**src/rtl/game_pkg.sv**
```systemverilog
// Shared types and constants for the two-tank game blocks.
package game_pkg;

    typedef enum logic [1:0] {
        AIM    = 2'd0,
        SHOT   = 2'd1,
        SWITCH = 2'd2
    } turn_state_t;

    localparam logic [7:0] KEY_FIRE  = 8'h2C;
    localparam logic [7:0] KEY_SKIP  = 8'h2B;
    localparam logic [7:0] KEY_LEFT  = 8'h04;
    localparam logic [7:0] KEY_RIGHT = 8'h07;

    localparam int FRAME_HZ = 60;

    // Width needed to hold the largest of three frame counts.
    function automatic int cnt_width(input int a, input int b, input int c);
        int m;
        m = a;
        if (b > m) m = b;
        if (c > m) m = c;
        return $clog2(m + 1);
    endfunction

endpackage

```
**src/rtl/frame_counter.sv**
```systemverilog
// Loadable frame counter, counting up or down, that saturates at its terminal
// count (LIMIT when counting up, zero when counting down) and flags it on tc.
module frame_counter #(
    parameter int               WIDTH       = 10,
    parameter bit               UP          = 1'b0,
    parameter logic [WIDTH-1:0] LIMIT       = '0,
    parameter logic [WIDTH-1:0] RESET_VALUE = '0
) (
    input  logic             Reset,
    input  logic             frame_clk,
    input  logic             load,
    input  logic [WIDTH-1:0] load_value,
    input  logic             en,
    output logic [WIDTH-1:0] count,
    output logic             tc
);

    assign tc = UP ? (count == LIMIT) : (count == '0);

    // Load wins over counting; counting stops at the terminal count.
    always_ff @(posedge frame_clk or posedge Reset) begin
        if (Reset) begin
            count <= RESET_VALUE;
        end else if (load) begin
            count <= load_value;
        end else if (en && !tc) begin
            count <= UP ? count + 1'b1 : count - 1'b1;
        end
    end

endmodule

```
**src/rtl/turn_sequencer.sv**
```systemverilog
// Turn arbiter for the two-tank game: AIM countdown, SHOT wait, SWITCH gap.
// Build with TURN_SKIP_EN defined to let tab end an armed turn early.
module turn_sequencer
    import game_pkg::*;
#(
    parameter int         TURN_FRAMES   = 600,
    parameter int         SHOT_TIMEOUT  = 240,
    parameter int         SWITCH_FRAMES = 30,
    parameter logic [7:0] FIRE_KEY      = KEY_FIRE
) (
    input  logic       Reset,
    input  logic       frame_clk,
    input  logic [7:0] keycode,
    input  logic       bullet_active,
    output logic       player1flag,
    output logic       player2flag,
    output logic       fire_req,
    output logic       fire_owner,
    output logic [9:0] turn_timer,
    output logic       cur_player,
    output logic [7:0] turn_count
);

    localparam int               CNT_W      = cnt_width(TURN_FRAMES, SHOT_TIMEOUT, SWITCH_FRAMES);
    localparam logic [CNT_W-1:0] TURN_LOAD  = CNT_W'(TURN_FRAMES);
    localparam logic [CNT_W-1:0] SHOT_LAST  = CNT_W'(SHOT_TIMEOUT - 1);
    localparam logic [CNT_W-1:0] SWITCH_LAST = CNT_W'(SWITCH_FRAMES - 1);

    turn_state_t state, state_n;
    logic        cur_player_n, armed, armed_n, seen_active, seen_n;
    logic        fire_req_n, fire_owner_n;
    logic [7:0]  turn_count_n;
    logic        fire_hit, skip_hit;
    logic        turn_en, turn_load;
    logic [CNT_W-1:0] turn_cnt, shot_cnt, switch_cnt;
    logic        turn_tc, shot_tc, switch_tc;

    frame_counter #(.WIDTH(CNT_W), .UP(1'b0), .LIMIT('0), .RESET_VALUE(TURN_LOAD)) u_turn (
        .Reset(Reset), .frame_clk(frame_clk), .load(turn_load), .load_value(TURN_LOAD),
        .en(turn_en), .count(turn_cnt), .tc(turn_tc)
    );

    // Shot and switch timers sit at zero until their phase starts.
    frame_counter #(.WIDTH(CNT_W), .UP(1'b1), .LIMIT(SHOT_LAST), .RESET_VALUE('0)) u_shot (
        .Reset(Reset), .frame_clk(frame_clk), .load(state != SHOT), .load_value('0),
        .en(state == SHOT), .count(shot_cnt), .tc(shot_tc)
    );

    frame_counter #(.WIDTH(CNT_W), .UP(1'b1), .LIMIT(SWITCH_LAST), .RESET_VALUE('0)) u_switch (
        .Reset(Reset), .frame_clk(frame_clk), .load(state != SWITCH), .load_value('0),
        .en(state == SWITCH), .count(switch_cnt), .tc(switch_tc)
    );

    always_ff @(posedge frame_clk or posedge Reset) begin
        if (Reset) begin
            state       <= AIM;
            cur_player  <= 1'b0;
            armed       <= 1'b0;
            seen_active <= 1'b0;
            fire_req    <= 1'b0;
            fire_owner  <= 1'b0;
            turn_count  <= 8'd0;
        end else begin
            state       <= state_n;
            cur_player  <= cur_player_n;
            armed       <= armed_n;
            seen_active <= seen_n;
            fire_req    <= fire_req_n;
            fire_owner  <= fire_owner_n;
            turn_count  <= turn_count_n;
        end
    end

    always_comb begin
        state_n      = state;
        cur_player_n = cur_player;
        armed_n      = armed;
        seen_n       = seen_active;
        fire_req_n   = 1'b0;
        fire_owner_n = fire_owner;
        turn_count_n = turn_count;
        fire_hit     = 1'b0;
        skip_hit     = 1'b0;
        turn_en      = 1'b0;
        turn_load    = 1'b0;
        case (state)
            AIM: begin
                // A held fire key must be released before it can fire.
                fire_hit = armed && (keycode == FIRE_KEY);
`ifdef TURN_SKIP_EN
                skip_hit = armed && (keycode == KEY_SKIP);
`else
                skip_hit = 1'b0;
`endif
                if (keycode != FIRE_KEY) armed_n = 1'b1;
                if (fire_hit) begin
                    fire_req_n   = 1'b1;
                    fire_owner_n = cur_player;
                    seen_n       = 1'b0;
                    state_n      = SHOT;
                end else if (skip_hit || turn_tc) begin
                    state_n = SWITCH;
                end else begin
                    turn_en = 1'b1;
                end
            end
            SHOT: begin
                if (bullet_active) seen_n = 1'b1;
                if ((seen_active && !bullet_active) || shot_tc) state_n = SWITCH;
            end
            SWITCH: begin
                if (switch_tc) begin
                    cur_player_n = ~cur_player;
                    turn_count_n = turn_count + 8'd1;
                    turn_load    = 1'b1;
                    armed_n      = 1'b0;
                    state_n      = AIM;
                end
            end
            default: begin
                state_n      = AIM;
                cur_player_n = 1'b0;
                armed_n      = 1'b0;
                seen_n       = 1'b0;
                fire_owner_n = 1'b0;
                turn_count_n = 8'd0;
                turn_load    = 1'b1;
            end
        endcase
    end

    assign player1flag = (state == AIM) && !cur_player;
    assign player2flag = (state == AIM) && cur_player;
    assign turn_timer  = 10'(turn_cnt);

endmodule
```
**config.mk**
```make
export PLATFORM = sky130hd
export DESIGN_NAME = turn_sequencer
export DESIGN_NICKNAME = d
export VERILOG_FILES = /design/src/rtl/game_pkg.sv /design/src/rtl/frame_counter.sv /design/src/rtl/turn_sequencer.sv
export SDC_FILE = /design/constraint.sdc
export NUM_CORES = 1
export LEC_CHECK = 0
export ABC_AREA = 1
export CAP_MARGIN = 20
export CORE_ASPECT_RATIO = 0.75
export CORE_MARGIN = 10
export CORE_UTILIZATION = 35
export CTS_CLUSTER_DIAMETER = 150
export DETAILED_ROUTE_END_ITERATION = 6
export PLACE_DENSITY_LB_ADDON = 0.12
export SLEW_MARGIN = 20
export SYNTH_ARGS = -nofsm -noshare
export SYNTH_HDL_FRONTEND = slang
export SYNTH_SLANG_ARGS = --single-unit
```
**constraint.sdc**
```tcl
create_clock -name frame_clk -period 2 [get_ports frame_clk]
set_input_delay 0.4 -clock frame_clk [delete_from_list [all_inputs] [get_ports frame_clk]]
set_output_delay 0.4 -clock frame_clk [all_outputs]
set_load 0.03 [all_outputs]
```
# Word-level counts from Yosys, hierarchy flattened
# Index checks and enable logic that the tools add are counted.
# totals
ff_bits,45
out_inout_bits,23
inputBits,11
# op_classes
n_bitwise,5
n_reduce_logical,25
n_mux,30
eq_ne,14
add_sub_neg,4
# ops
cell,count
$mux W10,6
$add A10 B1 Y10 const B,2
$pmux W8 S2,1
$mux W1,12
$ne A2 B2 Y1 const B,6
$eq A10 B5 Y1 const B,1
$eq A10 B8 Y1 const B,1
$logic_not A10 Y1,1
$sub A10 B1 Y10 const B,1
$reduce_and A3 Y1,3
$add A8 B1 Y8 const B,1
$eq A8 B6 Y1 const B,1
$mux W2,4
$mux W8,1
$ne A8 B6 Y1 const B,1
$logic_and A1 B1 Y1,7
$pmux W1 S2,3
$pmux W1 S3,2
$pmux W2 S3,1
$reduce_bool A2 Y1,3
$logic_not A1 Y1,5
$not A1 Y1,5
$reduce_and A2 Y1,2
$reduce_or A2 Y1,2
6 further kinds,6

# Longest topological paths before layout
# logic_depth
depth_word,7
ltp_mapped,11
mapped_depth_nobuf,11

# By module
# A second synthesis with hierarchy kept.
# unflattened
cells_unflattened,479
hier_area_um2,3201.8
# modules_own_cells
mod,cells_per_inst,instances,seq_area_each_um2,area_each_um2
turn_sequencer,127,1,375.4,935.9
frame_counter at u_switch,116,1,250.2,762.0
frame_counter at u_turn,119,1,255.2,759.5
frame_counter at u_shot,117,1,250.2,744.5

# Worst setup path after synthesis
# Ideal clock, no wire load.
# synth_timing
path_kind,flip-flop to flip-flop
startpoint,register u_turn.count[0]
endpoint,register u_turn.count[2]
arrival_time_ns,1.536
path_buffers,1
slack_ns,0.346
synth_period_minus_slack_ns,1.654
setup_ns,0.118
required_time_ns,1.882
path_stages_with_launch,10
cell_sequence,dfrtp_1 inv_1 ha_1 nand3_1 nor2_2 nand2_2 nand3_4 buf_8 nand3_2 nand2_1
# synth_between
elab_chain_len,6
elab_cells_between_ends,10
classes_between,add/sub (1); mux (5); reduce/logical (4)
# synth_rtl
element,line_no,rtl
"start, declared",frame_counter.sv:14,"output logic [WIDTH-1:0] count,"
"start signal, assigned",frame_counter.sv:25,count <= load_value;
"start signal, assigned",frame_counter.sv:27,count <= UP ? count + 1'b1 : count - 1'b1;
branches (longest 6 deep; another with $sub A10 B1 Y10),n/a,
# Parallel ways; which one is timed is not known. The select of a mux whose other input is x is not followed.
# A chain may end at the register's enable or synchronous reset.

# Final worst setup path
# layout_timing
startpoint,register u_turn.count[3]
endpoint,output port turn_timer[3]
# layout_rtl
element,line_no,rtl
"end, declared",turn_sequencer.sv:19,"output logic [9:0] turn_timer,"
# No word-level cell between the ends.

==> impl_metrics.csv <==
group,metric,value,unit
sta,tns,0,ns
final_layout,fillerInstances,802,
final_layout,layout.nets,413,
power,clockPowerShare,14.4,%
clock_tree,clkTransAtPathRegs,0.08,ns
sta,relSlewSlack,76.4,%
power,p_per_area,1130,nW/um^2
setup_path,r2r_start,"state[0]$_DFFE_PP0P_",
clock_tree,cts_max_level,2,
synthesis,synth.avg_cell_area,7.95,sq um
setup_path,crit_path_top_delay_cell,"clkdlybuf4s50_1",
setup_path,critPathMaxFanout,5,
setup_path,critPathRequiredTime,1.60,ns
clock_tree,numCtsBuffers,5,
sta,final_hold_viol_count,0,
floorplanning,num_rows,28,
synthesis,synth_simple_gate_area_share,37.6,%
sta,period_share,97.8,%
synthesis,synth_cell_types,37,
sta,slew_violations,0,
route,vias,2269,
final_layout,final_common_cell,"nand2_1",
final_layout,drive_gt1_share,14.7,%
synthesis,synth_xor_area_share,3.47,%
sta,fmax,511,MHz
place,dp.cells,492,
place,place_congestion,0.804,
clock_tree,cts-root-buf,"clkbuf_8",
route,drt-pass1-iter-count,6,
synthesis,netlist.top_cell.by_area,"dfrtp_1",
final_layout,final-seq-area,1130,sq um
sta,fin_crit,1.96,ns
clock_tree,cts_sinks,45,
setup_path,critPathMaxStageDelay,0.68,ns
floorplanning,core_area,7810,sq um
setup_path,path_cells,"clkdlybuf4s50_1",
final_layout,final_cell_mix,"nand2_1, inv_1, dfrtp_1",
synthesis,synthMuxAreaShare,1.08,%
sta,rsz0062_at_grt,"false",
synthesis,syn_area,2770,sq um
global_routing,grt_first_pass_wirelength,10.9,mm
floorplanning,die_h,97.1,microns
setup_path,start_kind,"flip-flop",
synthesis,synth_seq_cells,45,
floorplanning,io_pins,34,
synthesis,synth_cells,349,
final_layout,final_util,42.7,%
final_layout,insertedDiodeCount,0,
power,vdd.ir_drop.worst,0.511,mV
route,routed_wirelength,6.17,mm
setup_path,r2r_end,"u_turn.count[1]$_DFFE_PP0P_",
global_routing,grt_max_degree,26,
final_layout,syn_to_final_growth,20.4,%
sta,fin_skew,0.00638,ns
floorplanning,die_w,123,microns
route,wire_per_inst,12.3,microns
sta,worstMarginPinSlew,0.352,ns
power,power.leakage,1.60,nW
global_routing,overflow,0,
power,p_comb_share,50.2,%
setup_path,cp_data_arrival_time,1.56,ns
place,hpwl,4.82,mm
final_layout,fin_cells,500,
synthesis,synth_enable_flop_cells,0,
run,cap_violations,0,
power,p_int,0.00206,W
synthesis,yosysWarnings,0,
power,p_sw_share,45.6,%
worst_hold_path,min_path_type,"input pin to asynchronous set/reset pin",
floorplanning,design.die.area,11900,sq um
synthesis,synth_ff_type,"dfrtp_1",
global_routing,track_usage,11.1,%
synthesis,synthAdderAreaFrac,3.61,%
clock_tree,cts_tree,"built",
setup_path,worst-r2r-setup-slack,0.27,ns
route,route.detailed.drc,0,
sta,setup_violations,0,
setup_path,crit_family,"buffers and inverters",
synthesis,syn-num-nets,368,
synthesis,synth-compound-area-share,5.37,%
route,viasPerCell,4.54,
final_layout,multi_input_area,1420,sq um
synthesis,synth.area.top_cells,"dfrtp_1, nand2_1, inv_1",
clock_tree,cts_resized,1,
synthesis,synth.top_cell.area_share,37.0,%
synthesis,async_flop_share,100,%
clock_tree,clk_latency,0.29,ns
place,post-place-ws,0.0141,ns
power,p_sw,0.00172,W
power,pwr-share-seq,35.4,%
setup_path,r2r_cells,9,
route,drt_iter0_markers,185,
route,ant_nets,0,
synthesis,ys_seq_area_share,40.8,%
outcome,status,"complete, no violations",
clock_tree,ctsHoldBuffers,0,
sta,worst_slack,0.0443,ns
synthesis,synth_top_family_by_area,"simple AND/OR/NAND/NOR gates",
setup_path,critPathKind,"flip-flop to primary output",
floorplanning,start_util,35.5,%
global_routing,grt_pass1_vias,2206,
setup_path,cp_num_buf_inv,1,
place,port_buffers,33,
clock_tree,clock_path_buffers,2,
global_routing,antenna_found_initial,0,
clock_tree,post-cts-setup-buffers,0,
setup_path,critPathCaptureType,"primary output",
synth_stat cells, types with 2 or more instances:
cell and instances:
nand2_2 2, dfrtp_1 41, inv_2 2, nor2_4 2, ha_1 8, nand3_4 2
a31oi_1 2, a21oi_1 9, nand3_2 11, nand3_1 26, buf_6 2, nor2_1 40
nand2_1 92, inv_1 42, o21ai_0 10, xor2_1 11, nand4_1 8, dfstp_2 4
o21ai_2 4, nand2_4 4, nand3b_1 2, mux2i_1 3, nor3_1 5, nor2_2 4
per-stage QoR:
stage / total power [W] / hold WS (ns) / area, sq um
floorplan: 0.00269 / 0.453 / 2770
detailed placement: 0.00328 / 0.483 / 3260
CTS: 0.00384 / 0.451 / 3330
global route: 0.00412 / 0.480 / 3340
finish: 0.00378 / 0.450 / 3340
global placement: 0.00328 / 0.468 / 3260
how the worst max path moves through the flow:
stage	start	to	slack (ns)	cells past startpoint
6_report	u_turn.count[3]$_DFFE_PP1P_	turn_timer[3]	0.04	1
3_5_place_dp	keycode[3]	u_turn.count[2]$_DFFE_PP0P_	0.01	8
3_3_place_gp	keycode[3]	u_turn.count[6]$_DFFE_PP1P_	0.04	8
5_1_grt	u_turn.count[3]$_DFFE_PP1P_	turn_timer[3]	0.003	1
4_1_cts	u_turn.count[6]$_DFFE_PP1P_	turn_timer[6]	0.01	1
2_1_floorplan	u_turn.count[0]$_DFFE_PP0P_	u_turn.count[2]$_DFFE_PP0P_	0.35	9
registers in the layout (all words and copies together) (netlist names):
signal / count
u_shot.count: 10
u_turn.count: 10
armed: 1
fire_owner: 1
turn_count: 8
state: 2
seen_active: 1
cur_player: 1
u_switch.count: 10
fire_req: 1
logic make-up (layout without fill, tap and decap cells):
kind of cell,after synthesis,after routing
simple gates,205,205
buf+inv,51,97
flops,45,45
compound gates,26,26
xor+xnor,11,11
fa+ha+maj,8,8
mux,3,3
power by group through the flow:
stage	Sequential (W)	Combinational (W)	Clock (W)
CTS	0.00134	0.00192	0.000579
floorplan	0.00154	0.00115	0
global route	0.00137	0.00213	0.000617
global placement	0.00136	0.00192	0
finish	0.00134	0.00190	0.000545
detailed placement	0.00136	0.00192	0
per-layer routing:
layer	wire (microns)	GRT usage, %	vias up
li1	-	-	1211
met1	3150	16.0	1013
met2	2680	16.0	40
met3	308	2.67	5
met4	36	2.44	0
met5	0	0	-
final cells by class:
type / instances / area share (%)
clock buffer: 8 / 2.40
inverter: 46 / 5.25
timing repair buffer: 43 / 12.1
multi-input combinational: 253 / 42.5
tap: 105 / 3.93
sequential: 45 / 33.9
Power figures use the tool's default switching activity.
